## src/rtl/row_feeder_pkg.sv

```systemverilog
// Shared types for the row_feeder frame sequencer: FSM state encoding and
// default geometry constants.
package row_feeder_pkg;

  localparam int RF_DATA_WIDTH = 32;
  localparam int RF_MAX_DIM    = 1024;
  localparam int RF_PAD_WIDTH  = 3;

  typedef enum logic [2:0] {
    ST_IDLE = 3'd0,
    ST_INIT = 3'd1,
    ST_TOP  = 3'd2,
    ST_LPAD = 3'd3,
    ST_DATA = 3'd4,
    ST_RPAD = 3'd5,
    ST_BOT  = 3'd6
  } state_t;

  // States whose beats are zero padding and depend only on out_en.
  function automatic logic is_pad_state(input state_t s);
    return (s == ST_TOP) || (s == ST_LPAD) || (s == ST_RPAD) || (s == ST_BOT);
  endfunction

endpackage

```

## src/rtl/row_feeder_dim_counter.sv

```systemverilog
// Loadable up-counter: clears to zero, advances on en, wraps after `last`
// and flags the terminal count.
module dim_counter #(
  parameter int WIDTH = 11
) (
  input  logic             clk,
  input  logic             rst,
  input  logic             clear,
  input  logic             en,
  input  logic [WIDTH-1:0] last,
  output logic [WIDTH-1:0] count,
  output logic             tc
);

  logic [WIDTH-1:0] count_q, count_d;

  always_comb begin
    count_d = count_q;
    if (clear) begin
      count_d = '0;
    end else if (en) begin
      count_d = (count_q == last) ? '0 : count_q + WIDTH'(1);
    end
  end

  always_ff @(posedge clk) begin
    if (rst) count_q <= '0;
    else     count_q <= count_d;
  end

  assign count = count_q;
  assign tc    = (count_q == last);

endmodule

```

## src/rtl/row_feeder.sv

```systemverilog
// Frame sequencer: turns a raw pixel stream into a zero-padded raster stream
// for a row_buffer chain, with per-frame geometry latched on start.
module row_feeder import row_feeder_pkg::*; #(
  parameter int C_DATA_WIDTH = RF_DATA_WIDTH,
  parameter int C_MAX_DIM    = RF_MAX_DIM,
  parameter int C_DIM_WIDTH  = $clog2(C_MAX_DIM),
  parameter int C_PAD_WIDTH  = RF_PAD_WIDTH
) (
  input  logic                    clk,
  input  logic                    rst,
  input  logic                    start,
  input  logic [C_DIM_WIDTH-1:0]  num_cols,
  input  logic [C_DIM_WIDTH-1:0]  num_rows,
  input  logic [C_PAD_WIDTH-1:0]  pad,
  input  logic [C_DATA_WIDTH-1:0] pixel_in,
  input  logic                    pixel_in_valid,
  output logic                    pixel_in_ready,
  input  logic                    out_en,
  output logic                    initialize,
  output logic [C_DIM_WIDTH-1:0]  delay,
  output logic [C_DATA_WIDTH-1:0] dataout,
  output logic                    dataout_valid,
  output logic                    busy,
  output logic                    done,
  output logic                    cfg_err
);

  // One extra bit so padded sizes up to C_MAX_DIM (and taller frames) fit.
  localparam int XW = C_DIM_WIDTH + 1;
  localparam logic [XW-1:0] MAX_DIM_X = XW'(C_MAX_DIM);

  state_t                  state_q, state_d;
  logic [C_DIM_WIDTH-1:0]  cols_q, cols_d, rows_q, rows_d;
  logic [C_PAD_WIDTH-1:0]  pad_q, pad_d;
  logic [XW-1:0]           w_q, w_d, h_q, h_d;
  logic [C_DATA_WIDTH-1:0] dataout_q, dataout_d;
  logic                    dataout_valid_q, dataout_valid_d;
  logic                    busy_q, busy_d;
  logic                    done_q, done_d;
  logic                    pend_done_q, pend_done_d;
  logic                    cfg_err_q, cfg_err_d;

  logic [XW-1:0] col, row, pad_x, lpad_last, data_last, img_last, req_w, req_h;
  logic          col_tc, row_tc, cnt_clear, beat;

  assign pad_x     = XW'(pad_q);
  assign lpad_last = pad_x - XW'(1);
  assign data_last = pad_x + XW'(cols_q) - XW'(1);
  assign img_last  = pad_x + XW'(rows_q) - XW'(1);
  assign req_w     = XW'(num_cols) + (XW'(pad) << 1);
  assign req_h     = XW'(num_rows) + (XW'(pad) << 1);

  dim_counter #(.WIDTH(XW)) u_col_cnt (
    .clk(clk), .rst(rst), .clear(cnt_clear), .en(beat),
    .last(w_q - XW'(1)), .count(col), .tc(col_tc)
  );

  dim_counter #(.WIDTH(XW)) u_row_cnt (
    .clk(clk), .rst(rst), .clear(cnt_clear), .en(beat && col_tc),
    .last(h_q - XW'(1)), .count(row), .tc(row_tc)
  );

  always_comb begin
    state_d         = state_q;
    cols_d          = cols_q;
    rows_d          = rows_q;
    pad_d           = pad_q;
    w_d             = w_q;
    h_d             = h_q;
    dataout_d       = dataout_q;
    dataout_valid_d = 1'b0;
    busy_d          = busy_q;
    done_d          = pend_done_q;
    pend_done_d     = 1'b0;
    cfg_err_d       = 1'b0;
    cnt_clear       = 1'b0;
    pixel_in_ready  = 1'b0;
    beat            = 1'b0;

    if (is_pad_state(state_q)) beat = out_en;

    case (state_q)
      ST_IDLE: begin
        cnt_clear = 1'b1;
        if (pend_done_q) busy_d = 1'b0;
        // busy_q still high here means the previous frame's done has not pulsed yet.
        if (start && !busy_q) begin
          if (num_cols == '0 || num_rows == '0) begin
            done_d = 1'b1;
          end else if (req_w > MAX_DIM_X) begin
            cfg_err_d = 1'b1;
          end else begin
            cols_d  = num_cols;
            rows_d  = num_rows;
            pad_d   = pad;
            w_d     = req_w;
            h_d     = req_h;
            busy_d  = 1'b1;
            state_d = ST_INIT;
          end
        end
      end
      ST_INIT: begin
        cnt_clear = 1'b1;
        state_d   = (pad_q != '0) ? ST_TOP : ST_DATA;
      end
      ST_TOP: begin
        if (beat && col_tc && row == lpad_last) state_d = ST_LPAD;
      end
      ST_LPAD: begin
        if (beat && col == lpad_last) state_d = ST_DATA;
      end
      ST_DATA: begin
        pixel_in_ready = out_en;
        beat           = out_en && pixel_in_valid;
        if (beat && col == data_last) begin
          if (pad_q != '0) begin
            state_d = ST_RPAD;
          end else if (row_tc) begin
            state_d     = ST_IDLE;
            pend_done_d = 1'b1;
          end
        end
      end
      ST_RPAD: begin
        if (beat && col_tc) state_d = (row == img_last) ? ST_BOT : ST_LPAD;
      end
      ST_BOT: begin
        if (beat && col_tc && row_tc) begin
          state_d     = ST_IDLE;
          pend_done_d = 1'b1;
        end
      end
      default: state_d = ST_IDLE;
    endcase

    if (beat) begin
      dataout_valid_d = 1'b1;
      dataout_d       = (state_q == ST_DATA) ? pixel_in : '0;
    end
  end

  always_ff @(posedge clk) begin
    if (rst) begin
      state_q         <= ST_IDLE;
      cols_q          <= '0;
      rows_q          <= '0;
      pad_q           <= '0;
      w_q             <= '0;
      h_q             <= '0;
      dataout_q       <= '0;
      dataout_valid_q <= 1'b0;
      busy_q          <= 1'b0;
      done_q          <= 1'b0;
      pend_done_q     <= 1'b0;
      cfg_err_q       <= 1'b0;
    end else begin
      state_q         <= state_d;
      cols_q          <= cols_d;
      rows_q          <= rows_d;
      pad_q           <= pad_d;
      w_q             <= w_d;
      h_q             <= h_d;
      dataout_q       <= dataout_d;
      dataout_valid_q <= dataout_valid_d;
      busy_q          <= busy_d;
      done_q          <= done_d;
      pend_done_q     <= pend_done_d;
      cfg_err_q       <= cfg_err_d;
    end
  end

  assign initialize    = (state_q == ST_INIT);
  assign delay         = w_q[C_DIM_WIDTH-1:0];
  assign dataout       = dataout_q;
  assign dataout_valid = dataout_valid_q;
  assign busy          = busy_q;
  assign done          = done_q;
  assign cfg_err       = cfg_err_q;

endmodule

```

## config.mk

```make
export PLATFORM = sky130hd
export DESIGN_NAME = row_feeder
export DESIGN_NICKNAME = d
export VERILOG_FILES = /design/src/rtl/row_feeder_pkg.sv /design/src/rtl/row_feeder_dim_counter.sv /design/src/rtl/row_feeder.sv
export SDC_FILE = /design/constraint.sdc
export NUM_CORES = 1
export LEC_CHECK = 0
export BUFFER_PORTS_ARGS = -buffer_cell sky130_fd_sc_hd__buf_4
export CORE_MARGIN = 1.5
export CORE_UTILIZATION = 58
export CTS_CLUSTER_DIAMETER = 60
export DETAILED_ROUTE_END_ITERATION = 6
export HOLD_SLACK_MARGIN = 0.15
export PLACE_DENSITY_LB_ADDON = 0.3
export SYNTH_ARGS = -nofsm -noshare
export SYNTH_HDL_FRONTEND = slang
export SYNTH_SLANG_ARGS = --single-unit
```

## constraint.sdc

```tcl
create_clock -name clk -period 4.3 [get_ports clk]
set_clock_uncertainty 0.2 [all_clocks]
set_input_delay 0.86 -clock clk [delete_from_list [all_inputs] [get_ports clk]]
set_output_delay 0.86 -clock clk [all_outputs]
set_load 0.01 [all_outputs]
```

After elaboration in Yosys (flattened, before gate mapping)
Cells that the tools add are included.
Word-level totals
  word-level logic and storage cells: 107
  ROM bits: 0
  flip-flop bits (word level): 107
  input bits: 60
  memory bits (writable): 0
  latch bits: 0
  memories kept: 0
Operators by class
  equal/unequal tests: 21
  reduce and logical (&&, ||, !) cells: 22
  muxes and demuxes: 34
  shifts and indexed selects: 0
  $lt $le $gt $ge: 1
  bitwise logic cells: 4
  multiply operators: 0
  add/sub/neg operators: 11
  divide/modulo/power cells: 0
Operators by type and width (number)
  equality test 11 bit: 6
  subtractor 11 x 1 -> 11 bit, second input constant: 4
  two-way mux 3 bit: 12
  two-way mux 32 bit: 1
  adder 10 x 4 -> 11 bit: 2
  adder 11 x 1 -> 11 bit, second input constant: 2
  adder 3 x 10 -> 11 bit: 2
  two-way mux 11 bit: 2
  case mux 3 bit (7 select lines): 1
  logical NOT 10 bit: 2
  two-way mux 1 bit: 17
  greater-than comparator 11 bit, second input constant: 1
  equality test 3 bit, second input constant: 3
  AND reduction 9 bit: 1
  logical AND 1 bit: 8
  inequality test 2 x 1 -> 1 bit, second input constant: 4
  inequality test 2 bit, second input constant: 4
  equality test 3 x 2 -> 1 bit, second input constant: 2
  logical OR 1 bit: 4
  inverter 1 bit: 4
  AND reduction 4 bit: 1
  OR reduction 2 bit: 2
  OR reduction 4 bit: 1
  subtractor 3 x 1 -> 4 bit, second input constant: 1
  6 further kinds: 6

Depth between registers and ports, before layout
Gate-level depths: netlist of run 1.
  depth in word-level cells: 9
  mapped depth: 15
  depth with buffers taken out: 15

Cells and area by module
A second synthesis of run 1 with hierarchy kept.
Unflattened totals
  cell total of the unflattened synthesis: 873
  area, all modules: 7019.2 µm²
By module, submodules not included
  row_feeder: cells each 715, times used 1, area an instance 5685.5 µm², sequential area each 1661.6 µm²
  dim_counter: cells each 79, times used 2, area an instance 666.9 µm², sequential area each 220.2 µm²

Worst setup path after synthesis of run 1
OpenSTA, ideal clock, no wires.
  path kind: input to register
  from: input port num_cols[1]
  to: register cols_q[0]
  path buffers: 2
  stages: 13
  library setup time: 128 ps
  slack: 642 ps
  data arrival time: 3331 ps
  cells stage by stage: ha_1 > inv_1 > fa_1 > nor2b_1 > o2111ai_1 > mux2i_1 > o21ai_0 > o41ai_2 > nor4_2 > buf_2 > buf_4 > mux2i_1 > nor2_1
Between the ends
  word-level cells in the longest chain between the ends: 4
  elaborated cells on any way between the ends: 7
RTL lines
  start, declared: line row_feeder.sv:12  | input logic [C_DIM_WIDTH-1:0] num_cols,
  adder 10 x 4 -> 11 bit or logical NOT 10 bit (tied branches): line row_feeder.sv:50, row_feeder.sv:88
  greater-than comparator 11 bit or logical OR 1 bit (tied branches): line row_feeder.sv:90, row_feeder.sv:88
  inverter 1 bit (no source line)
  AND reduction 4 bit (no source line) (*)
  end signal, assigned: line row_feeder.sv:159  | cols_q <= cols_d;
  end, declared: line row_feeder.sv:33  | logic [C_DIM_WIDTH-1:0] cols_q, cols_d, rows_q, rows_d;
Mark *: on every way between the ends. The rest lies on a longest branch, timed or not.
A chain may end at the register's enable or synchronous reset.

Final worst setup path of run 1
  from: input port num_cols[1]
  to: register h_q[3]
Between the ends
  word-level cells in the longest chain between the ends: 4
  elaborated cells on any way between the ends: 7
RTL lines
  adder 10 x 4 -> 11 bit or logical NOT 10 bit (tied branches): line row_feeder.sv:50, row_feeder.sv:88
  greater-than comparator 11 bit or logical OR 1 bit (tied branches): line row_feeder.sv:90, row_feeder.sv:88
  inverter 1 bit (no source line)
  AND reduction 4 bit (no source line) (*)
  end signal, assigned: line row_feeder.sv:150  | h_q <= '0;
  end signal, assigned: line row_feeder.sv:163  | h_q <= h_d;
  end, declared: line row_feeder.sv:35  | logic [XW-1:0] w_q, w_d, h_q, h_d;
Marks and branches as above.

==> results of run 1 <==
==> logic make-up after synthesis <==
kind of cell / count (synthesis) / share of synthesized area (%)
and+or+nand+nor: 301 / 21.49
xor gates and xnor gates: 90 / 11.58
buffers and inverters: 112 / 7.042
muxes: 33 / 4.854
DFF: 105 / 30.89
AOI/OAI and AO/OA: 151 / 16.35
adders and majority gates: 40 / 7.796
==> cells in the mapped netlist (all sizes together) (9+ instances only) <==
library cell	n
nor3	18
nand4	17
xnor2	55
nor2b	12
ha	36
dfxtp	105
and3	9
clkbuf	37
nor2	135
inv	48
nand2b	9
nand3	16
a21oi	23
nand2	38
o21ai	20
buf	27
a22oi	33
nor4	19
xor2	35
a211oi	17
mux2i	33
==> per-stage QoR <==
step	utilization (%)	worst slack [ps]	std cells	power, W
5_1_grt	68.63	284.5	1038	0.006190
6_report	68.63	516.2	1038	0.005773
2_1_floorplan	-	641.6	832	0.004132
3_5_place_dp	66.13	169.1	1023	0.004886
3_3_place_gp	66.13	375.8	1023	0.004743
4_1_cts	68.63	530.0	1038	0.005723
==> worst paths after layout <==
| kind | startpoint | end | slack [ps] |
|---|---|---|---|
| max | num_cols[1] | h_q[3] | 520 |
| min | h_q[10] | h_q[10] | 290 |
| max reg2reg | pad_q[1] | pend_done_q | 650 |
| min reg2reg | h_q[10] | h_q[10] | 290 |
==> flip-flops by register name, summed over array words and instances (netlist names) <==
register,flops
busy,1
cfg_err,1
cols_q,10
dataout,32
dataout_valid,1
done,1
h_q,10
pad_q,3
pend_done_q,1
rows_q,10
state_q,3
u_col_cnt.count,11
u_row_cnt.count,11
w_q,10
==> layout make-up <==
cell class | instances | area (um2)
multi-input cells | 615 | 4237
clock buffers | 10 | 239.0
repair buffers | 112 | 853.3
well taps | 143 | 178.9
flip-flops and latches | 105 | 2102
clock inverters | 5 | 46.29
inverters | 48 | 180.2
fillers | 915 | 3582
==> where the power goes <==
| group | switching [W] | internal (W) |
|---|---|---|
| registers | 0.000264 | 0.00116 |
| clock network | 0.000401 | 0.000417 |
| logic | 0.00194 | 0.00159 |
==> layer usage <==
layer  vias up  part of all wire (%)  GRT usage, %  wire [um]
li1       3022                     -             -          -
met1      3029                    43         37.69       7688
met2       234                    47         48.06       8397
met3        21                   7.9         7.272       1400
met4         0                   1.5         8.270        272
met5         -                     0             0          0
==> critical path: stages <==
cell and delay (ps):
buf_4 100, ha_1 200, inv_1 70, fa_1 390, nor2b_1 290, o2111ai_1 220, mux2i_1 160, o21ai_0 380
o41ai_2 100, buf_4 180, nor4_4 180, buf_12 340, mux2i_1 250, nor2_1 60
==> results.cfg, run 1 <==
[status]
status = finished, final reports clean

[route]
drtAntennaViolNets = 0
dr.pass1.iters = 5
routed_via_density = 6.075
drt_iter0_markers = 444
wl_per_cell_um = 17.11
drc = 0
routed_wl_mm = 17.76
vias = 6306

[cells_and_area]
area_growth_pct = 15.15
most-common-layout-cells = nor2_1 (134), buf_4 (111), dfxtp_1 (105)
num-nets-final = 991
drive_gt1_share_pct = 16.65
fin_area_um2 = 7836
mostFrequentLayoutCell = nor2_1
diodes = 0

[timing]
whs_ps = 291.2
hold_viol_final = 0
tightest_slew_ps = 1229
finalCritPeriodShare_pct = 88.00
timing.final.setup_violations = 0
post-route-min-period_ps = 3784
rsz0062_at_grt = no
slew_headroom_pct = 18.09
setup_tns_ps = 0
slew_violations = 0
timing.fmax_ghz = 0.2643

[logic_synthesis]
synthCells = 832
yosysUniqueCellTypes = 69
yosysWarnings = 0
syn_area_per_cell_um2 = 8.179
synth_top_flop_cell = dfxtp_1
ys_seq_area_share_pct = 30.89
synth_area_um2 = 6805
yosys_register_bits = 105
yosys.area.top_type_share_pct = 30.89
synth_nets = 932
yosys-top-cells-area = dfxtp_1 (31%), nor2_1 (7.4%), xnor2_1 (7.1%)
synth_edf_count = 0
yosys.area.top_type = dfxtp_1
async_flop_share_pct = 0

[critical_path]
r2r_cells = 13
crit_path_end_kind = flop
cp.arrival_ps = 3800
startpoint_type = input pin
required_ps = 4320
critPathKind = input pin to flop
path_max_fanout = 58

[die]
dieArea_um2 = 12390
die_w_um = 111.3
start_util_pct = 59.60
core_area_um2 = 11420
io_pins = 108
die_h_um = 111.3
rows = 39

[power_and_ir_drop]
max-vdd-ir-drop_v = 0.0003617
power.density_nw_per_um2 = 736.7
p_leak_nw = 3.157

[flow_run]
maxCapViolations = 0

[clocking]
cts_max_level = 3
root_buffer = clkbuf_16
clock_sinks = 105
insertion_delay_ps = 360
clockBufferDepth = 2
cts_tree = yes
cts_buffers = 9
cts_hold_buf = 0
postCtsSetupBuffers = 0
cts-resized-gates = 0
clk_pin_slew_ps = 80

[placed_design]
portBuffers = 107
place_congestion = 0.9415
place_hpwl_mm = 13.43
dpl_cell_area_um2 = 7551

[worst_hold_path]
hold_class = flop to flop
worstHoldPathCells = 2

[global_route]
grt_pass1_wl_mm = 29.33
grt_start_max_net_pins = 87
grt-ovfl-total = 0
grt_usage_pct = 29.03
grt_pass1_vias = 6061
antenna_found_initial = 0
No activity file was read; power rests on OpenSTA's default activity.
==> run 2: changes to the inputs <==
--- a/config.mk
+++ b/config.mk
@@ -7,11 +7,12 @@
 export LEC_CHECK = 0
 export BUFFER_PORTS_ARGS = -buffer_cell sky130_fd_sc_hd__buf_4
 export CORE_MARGIN = 1.5
-export CORE_UTILIZATION = 58
+export CORE_UTILIZATION = 59
+export CTS_BUF_LIST = sky130_fd_sc_hd__clkbuf_4 sky130_fd_sc_hd__clkbuf_8
 export CTS_CLUSTER_DIAMETER = 60
 export DETAILED_ROUTE_END_ITERATION = 6
 export HOLD_SLACK_MARGIN = 0.15
-export PLACE_DENSITY_LB_ADDON = 0.3
+export PLACE_DENSITY_LB_ADDON = 0.12
 export SYNTH_ARGS = -nofsm -noshare
 export SYNTH_HDL_FRONTEND = slang
 export SYNTH_SLANG_ARGS = --single-unit
==> run 2 against run 1 <==
Routed wire length fell by 1.7%. Fmax rose by 0.39%. Via count decreased by 2.1%. Critical path depth unchanged. Sequential share of layout area grew 0.21 points. Worst hold slack gained 14 ps. Count of clock-buffer cells in the layout fell by 1. Die area is 1.6% lower. Global-route usage fell by 0.38 points. Final area is 0.77% lower. Flip-flop and latch count unchanged. Clock power down 17%. Critical path type is now flop to flop. Critical endpoint is now pend_done_q. Largest cell class unchanged.
==> results.cfg, run 2 (same netlist as run 1, synthesis figures left out) <==
[clocking]
cts_buffers = 9
clock_sinks = 105
insertion_delay_ps = 400
clockBufferDepth = 2
cts_tree = yes
cts_max_level = 3
root_buffer = clkbuf_8
cts-resized-gates = 0
clk_pin_slew_ps = 110
postCtsSetupBuffers = 0
cts_hold_buf = 0

[route]
wl_per_cell_um = 16.78
dr.pass1.iters = 7
routed_via_density = 5.936
drtAntennaViolNets = 0
routed_wl_mm = 17.46
drt_iter0_markers = 475
vias = 6173
drc = 0

[timing]
rsz0062_at_grt = no
slew_violations = 0
timing.final.setup_violations = 0
finalCritPeriodShare_pct = 87.65
setup_tns_ps = 0
post-route-min-period_ps = 3769
timing.fmax_ghz = 0.2653
hold_viol_final = 0
slew_headroom_pct = 16.16
tightest_slew_ps = 1258

[global_route]
grt-ovfl-total = 0
antenna_found_initial = 0
grt_pass1_vias = 5908
grt_usage_pct = 28.65
grt_pass1_wl_mm = 28.57
grt_start_max_net_pins = 87

[cells_and_area]
nFillCells = 932
final_core_util_pct = 68.69
drive_gt1_share_pct = 16.83
fin_area_um2 = 7776
most-common-layout-cells = nor2_1 (134), buf_4 (112), dfxtp_1 (105)
mostFrequentLayoutCell = nor2_1
largest_reg_flops = 32
area_growth_pct = 14.27
num-nets-final = 992
diodes = 0

[die]
rows = 39
die_h_um = 110.4
io_pins = 108
die_w_um = 110.4
start_util_pct = 60.11
core_area_um2 = 11320
dieArea_um2 = 12190

[placed_design]
dpl_cell_area_um2 = 7559
portBuffers = 107
place_congestion = 0.8747
place_hpwl_mm = 13.10

[critical_path]
critPathKind = flop to flop
required_ps = 4450
cp.arrival_ps = 3920
startpoint_type = flop
cp_common_cell = inv_1
crit_chain = inv_1, ha_1, inv_1, ha_1, inv_1, fa_1, xnor2_1, nor4_1, nand4b_1, nor4_1, nand3_1, or4_1, a2111oi_0, buf_4
crit_path_end_kind = flop
slowest_delay_ps = 500
crit_slowest_cell = or4_1
path_max_fanout = 3

[power_and_ir_drop]
max-vdd-ir-drop_v = 0.0004989
p_leak_nw = 3.128
power.density_nw_per_um2 = 723.6
power_w = 0.005627

[flow_run]
maxCapViolations = 0

[status]
status = finished, final reports clean

[worst_hold_path]
hold_class = flop to flop
-- run 2: final cells by class --
class	count	area [um2]	share of cell area (%)
multi-input combinational	615	4237	54.48
clock buffer	9	123.9	1.593
inverter	48	180.2	2.317
sequential	105	2102	27.03
clock inverter	7	93.84	1.207
tap	143	178.9	2.301
timing repair buffer	113	860.8	11.07
-- run 2: metrics by stage --
step	instances	hold WS (ps)	worst slack, ps
finish	1040	305.1	531.0
global route	1040	324.8	235.0
CTS	1040	300.5	546.1
detailed placement	1024	282.8	212.2
global placement	1024	270.7	408.2
floorplan	832	236.7	641.6
-- run 2: per-layer routing --
layer,GRT usage (%),share of wire [%]
met1,37.24,45
met2,45.35,44
met4,10.09,1.9
met5,0,0
met3,8.507,8.5
-- run 2: path summary, 6_finish.rpt --
| check | from | endpoint | slack, ps | cells after the start |
|---|---|---|---|---|
| setup / recovery | pad_q[1] | pend_done_q | 530 | 14 |
| hold / removal | h_q[10] | h_q[10] | 310 | 2 |
| setup reg to reg | pad_q[1] | pend_done_q | 530 | 14 |
| hold reg to reg | h_q[10] | h_q[10] | 310 | 2 |
-- run 2: worst max-delay path: cells and delay by family (launching register included) --
family | cells | cell delay [ps]
flip-flops | 1 | 370
adder cells (fa/ha/maj) | 3 | 890
XOR/XNOR | 1 | 140
AO/OA/AOI/OAI | 1 | 410
AND/OR/NAND/NOR | 5 | 1310
buffers and inverters | 4 | 400
-- run 2: report_power, final --
part	total (W)	internal, W	switching [W]
Clock	0.000677	0.000286	0.000390
Sequential	0.00144	0.00116	0.000277
Combinational	0.00351	0.00159	0.00192
Total	0.00563	0.00303	0.00259
